==> config.mk <==
export PLATFORM = sky130hd
export DESIGN_NAME = seq_divider_2n_by_n
export DESIGN_NICKNAME = d
export VERILOG_FILES = /design/src/rtl/seq_divider_2n_by_n.sv
export SDC_FILE = /design/constraint.sdc
export NUM_CORES = 1
export LEC_CHECK = 0
export BUFFER_PORTS_ARGS = -buffer_cell sky130_fd_sc_hd__buf_2
export CORE_MARGIN = 4
export CORE_UTILIZATION = 50
export DETAILED_ROUTE_END_ITERATION = 8
export PLACE_DENSITY = 0.78
export SLEW_MARGIN = 20
export SYNTH_ARGS = -nofsm -noshare
export SYNTH_HDL_FRONTEND = slang
export SYNTH_SLANG_ARGS = --single-unit
==> constraint.sdc <==
create_clock -name clk -period 2.83 [get_ports clk]
set_input_delay 0.1415 -clock clk [delete_from_list [all_inputs] [get_ports clk]]
set_output_delay 0.1415 -clock clk [all_outputs]
set_load 0.01 [all_outputs]
==> src/rtl/seq_divider_2n_by_n.sv <==
// Iterative restoring divider: 2*WIDTH-bit dividend / WIDTH-bit divisor, one quotient bit per cycle.
// Optional DIV_FAST_ZERO_EN: a zero dividend with a nonzero divisor finishes without the CALC pass.
module seq_divider_2n_by_n #(
  parameter int WIDTH = 32
) (
  input  logic                 clk,
  input  logic                 rst,
  input  logic                 in_valid,
  output logic                 in_ready,
  input  logic [2*WIDTH-1:0]   dividend,
  input  logic [WIDTH-1:0]     divisor,
  output logic                 out_valid,
  input  logic                 out_ready,
  output logic [WIDTH-1:0]     quotient,
  output logic [WIDTH-1:0]     remainder,
  output logic                 div_by_zero,
  output logic                 overflow
);
  localparam int CW = (WIDTH > 1) ? $clog2(WIDTH) : 1;

  typedef enum logic [1:0] {IDLE, CALC, DONE} state_t;

  state_t           state_q, state_d;
  logic [WIDTH-1:0] rem_q, rem_d;
  // Holds the unconsumed dividend bits at the top and the quotient bits
  // collected so far at the bottom; after WIDTH shifts it is the quotient.
  logic [WIDTH-1:0] quo_q, quo_d;
  logic [WIDTH-1:0] dvs_q, dvs_d;
  logic [CW-1:0]    cnt_q, cnt_d;
  logic             dbz_q, dbz_d;
  logic             ovf_q, ovf_d;
  logic [WIDTH:0]   trial;
  logic             trial_ge;
  logic             dvs_zero, hi_ovf, fast_zero;

  assign dvs_zero = (divisor == '0);
  assign hi_ovf   = (dividend[2*WIDTH-1:WIDTH] >= divisor);
`ifdef DIV_FAST_ZERO_EN
  assign fast_zero = (dividend == '0);
`else
  assign fast_zero = 1'b0;
`endif

  assign trial    = {rem_q, quo_q[WIDTH-1]};
  assign trial_ge = (trial >= {1'b0, dvs_q});

  always_ff @(posedge clk) begin
    if (rst) begin
      state_q <= IDLE;
      rem_q   <= '0;
      quo_q   <= '0;
      dvs_q   <= '0;
      cnt_q   <= '0;
      dbz_q   <= 1'b0;
      ovf_q   <= 1'b0;
    end else begin
      state_q <= state_d;
      rem_q   <= rem_d;
      quo_q   <= quo_d;
      dvs_q   <= dvs_d;
      cnt_q   <= cnt_d;
      dbz_q   <= dbz_d;
      ovf_q   <= ovf_d;
    end
  end

  always_comb begin
    state_d = state_q;
    case (state_q)
      IDLE: if (in_valid) state_d = (dvs_zero || hi_ovf || fast_zero) ? DONE : CALC;
      CALC: if (cnt_q == CW'(WIDTH-1)) state_d = DONE;
      DONE: if (out_ready) state_d = IDLE;
      default: state_d = IDLE;
    endcase
  end

  always_comb begin
    in_ready  = (state_q == IDLE);
    out_valid = (state_q == DONE);
  end

  always_comb begin
    rem_d = rem_q;
    quo_d = quo_q;
    dvs_d = dvs_q;
    cnt_d = cnt_q;
    dbz_d = dbz_q;
    ovf_d = ovf_q;
    if (state_q == IDLE && in_valid) begin
      dvs_d = divisor;
      cnt_d = '0;
      dbz_d = 1'b0;
      ovf_d = 1'b0;
      if (dvs_zero) begin
        dbz_d = 1'b1;
        quo_d = '1;
        rem_d = dividend[WIDTH-1:0];
      end else if (hi_ovf) begin
        ovf_d = 1'b1;
        quo_d = '1;
        rem_d = '0;
      end else if (fast_zero) begin
        quo_d = '0;
        rem_d = '0;
      end else begin
        rem_d = dividend[2*WIDTH-1:WIDTH];
        quo_d = dividend[WIDTH-1:0];
      end
    end else if (state_q == CALC) begin
      cnt_d = cnt_q + 1'b1;
      // trial < 2*divisor, so the difference always fits in WIDTH bits
      rem_d = trial_ge ? (trial[WIDTH-1:0] - dvs_q) : trial[WIDTH-1:0];
      quo_d = {quo_q[WIDTH-2:0], trial_ge};
    end
  end

  assign quotient    = quo_q;
  assign remainder   = rem_q;
  assign div_by_zero = dbz_q;
  assign overflow    = ovf_q;
endmodule

==> parameters.txt <==
Parameter                              Value

Route
  Uppermost metal layer occupied by signal nets    met4
  Via-to-Cell Ratio    6.38
  Detailed router's first-iteration violation count    1340
  Detailed route wirelength on metal3    3650 µm
  Detail Route met2 WL    13400 µm
  Detailed Route WL    30100 µm
  Wire length per cell after detailed routing    21.2 µm
  Number of detailed-routing iterations run before antenna repair    8
  Met1 Routed Length    12300 µm
  Vias after detailed routing    9072
  Number of routed nets with antenna violations    0
  Number of remaining DRC errors    0

Logic synthesis
  Fraction of registers with async set/reset    0%
  Synthesized Nets    1196
  Number of synthesized flops with an enable pin    0
  Number of synthesis warnings    0
  Syn Area/Cell    7.40 µm²
  Dominant cells by area after synthesis    dfxtp_1 28%, ha_1 11%, nand2_1 9.0%, a21oi_1 6.1%, inv_1 3.7%
  Total standard cell area after synthesis    7610 µm²
  Number of distinct standard cells referenced by the synthesized netlist    67
  Sequential share of the synthesized area    27.6%
  Area fraction of the dominant cell type after synthesis    27.6%
  Gate Count Post-Synth    1029
  Dominant synthesized flop cell    dfxtp_1
  Yosys top cell by area    dfxtp_1
  Flip-flop and latch count after synthesis    105

Outcome
  Outcome    finished with violations
  Violated checks    setup timing

Global routing
  Antenna violations before repair    0
  Via count of the first global-routing pass    8164
  Grt ovf    0
  All-layer global routing usage    31.1%
  Maximum number of pins on one net before global-route repair    84
  Global-route wire length before repair    44000 µm

Timing
  Total Neg Setup Slack    -0.263 ns
  Worst Tran Pin Value    0.564 ns
  Final critical-path setup slack    -0.103 ns
  Period utilisation layout    104%
  Setup repair after global routing missed its margin    yes
  Count of endpoints failing setup in the final report    4
  Max-slew headroom at the worst pin    62.4%
  Crit path time final    2.93 ns
  Number of max-slew violations in the final report    0
  Worst-case clock skew    0.00900 ns
  Fin. Hold Viols    0
  Hold slack    0.00632 ns
  Achievable frequency    0.341 GHz

Place
  HPWL reported at the end of detailed placement    21500 µm
  Port Buffer Count    167
  Routability-driven placement congestion ratio    0.996
  Instance area at placement    9060 µm²
  Setup slack after placement    -0.186 ns

CTS
  CTS tree    yes
  Number of H-tree levels    3
  Insertion delay of the later-clocked pin in the worst-skew pair    0.36 ns
  Library cell used as clock root buffer    clkbuf_16
  Deepest clock path buffer count    2
  # clock sinks    105
  Reg clk slew, reported paths    0.07 ns
  Cts bufs inserted    9
  Post-CTS Hold Buffers    0

Floorplanning
  Width of the die    131 µm
  Std-Cell Core Area    14700 µm²
  Top-level port count    168
  Die area    17300 µm²
  Cell row count    44
  Starting utilization of the core area    51.8%
  Chip height    131 µm

Layout
  Inserted Diodes    0
  Net count of the finished layout    1400
  Area growth from synthesis to layout    32.9%
  Final std cell area, no fill    10100 µm²
  Share of final-layout standard cells stronger than drive strength 1    31.4%

Pwr
  Power, Total    9.00 mW
  Power density cells    890 nW/µm²
  Leakage power    4.62 nW
  Worst vdd ir    393 µV

Worst setup path
  Worst EP arrival    3.15 ns
  Endpoint kind of the worst setup timing path    register
  Critical setup path kind    reg -> reg
  Required time at the worst-slack endpoint    3.05 ns
  Internal reg-to-reg setup slack    -0.10 ns
  Worst-path maximum fanout    6
  Crit path launch type    register

Min path
  Worst hold path type    in -> reg

Run
  Number of maximum-capacitance constraint violations    0
[layout by cell type, fill, tap and decap left out, types with 7 or more instances in the layout]
| master | netlist | final |
|---|---|---|
| nand4_1 | 17 | 17 |
| a221o_1 | 9 | 9 |
| nor4_1 | 12 | 12 |
| nand2b_1 | 11 | 11 |
| buf_4 | 3 | 88 |
| xor2_1 | 13 | 13 |
| a222oi_1 | 11 | 11 |
| ha_4 | 0 | 22 |
| inv_1 | 75 | 67 |
| a221oi_1 | 15 | 8 |
| ha_1 | 66 | 39 |
| and3_1 | 9 | 7 |
| buf_2 | 8 | 166 |
| o21ai_0 | 30 | 28 |
| a211oi_1 | 8 | 7 |
| a221oi_2 | 1 | 7 |
| a21oi_1 | 93 | 82 |
| dfxtp_1 | 105 | 84 |
| mux2i_1 | 8 | 7 |
| clkbuf_16 | 0 | 10 |
| o21a_1 | 35 | 35 |
| inv_2 | 1 | 9 |
| nand3_1 | 16 | 14 |
| dfxtp_2 | 0 | 19 |
| a21o_1 | 30 | 30 |
| nand2_1 | 182 | 180 |
| xnor2_1 | 16 | 16 |
| a21oi_2 | 1 | 11 |
| o211ai_1 | 12 | 12 |
| nor3_1 | 15 | 11 |
| nor2_1 | 64 | 59 |
| a31oi_1 | 37 | 36 |
[kinds of logic (layout without fill, tap and decap cells)]
logic type / count (synthesis) / count (layout) / synth area share, %
AOI/OAI and AO/OA: 326 / 326 / 29.2
xor gates and xnor gates: 29 / 29 / 3.34
adders and majority gates: 67 / 67 / 11.1
buffers and inverters: 148 / 356 / 7.68
DFF: 105 / 105 / 27.6
muxes: 8 / 8 / 1.05
and+or+nand+nor: 346 / 346 / 20.0
[final timing paths]
kind | startpoint | to | cells after the start
hold / removal | dividend[49] | remainder[17] | 2
setup / recovery | remainder[17] | remainder[12] | 12
hold reg to reg | dvs_q[29] | dvs_q[29] | 2
setup reg to reg | remainder[17] | remainder[12] | 12
[area by class of cell]
cell class,count,area [µm²]
well taps,184,230
flip-flops and latches,105,2130
multi-input cells,776,5460
inverters,76,285
fillers,1174,4590
clock inverters,3,65.1
clock buffers,12,246
repair buffers,265,1690
[cell usage after synthesis (all sizes together), types with 5 or more instances]
cell type,count
o21bai,5
dfxtp,105
clkbuf,55
mux2i,8
nor3,15
a211oi,8
nand4,17
and3,9
a221oi,16
o21ai,32
o211ai,12
o21a,35
nor2,64
a21oi,94
nand3,16
ha,66
a21o,30
a222oi,11
buf,17
nor2b,6
o22ai,5
inv,76
a221o,9
and2,6
a31oi,37
nor4,13
xnor2,16
nand2,182
nand2b,11
xor2,13
[where the power goes]
group          total, mW  internal, mW  switching (mW)
logic               5.70          2.56            3.14
clock network       1.38         0.795           0.583
registers           1.92          1.71           0.218
total               9.00          5.06            3.94
[critical path, cell delays in order, from the launching register on]
cell       delay [ns]
dfxtp_1          0.41
ha_4             0.24
a21oi_1          0.27
o21ai_2          0.13
a21oi_2          0.24
a21oi_2          0.12
a2111oi_4        0.39
clkbuf_16        0.24
buf_6            0.10
mux2i_1          0.17
a21oi_1          0.10
a221oi_2         0.28
nor3_1           0.11
[routing by layer]
metal  GRT usage, %  up-vias
li1               -     4085
met1           44.3     4270
met2           46.9      631
met3           7.22       86
met4           9.63        0
met5              0        -
[flip-flops by register name, summed over array words and instances (netlist names)]
name / cells
cnt_q: 5
div_by_zero: 1
dvs_q: 32
overflow: 1
quotient: 32
remainder: 32
state_q: 2
[repair_timing]
item                       in CTS  in global routing
gates cloned                    2                  0
setup endpoints to repair       6                 31
pin swaps                       4                 33
buffers inserted                2                 16
gates resized for setup        13                106
[per-stage QoR]
step / utilization [%] / cells
final: 68.8 / 1421
after CTS: 64.7 / 1406
after detailed placement: 61.6 / 1387
after floorplan: - / 1029
after global routing: 68.8 / 1421
after global placement: 61.6 / 1387
Note: power is estimated with default switching activity, not from simulation.
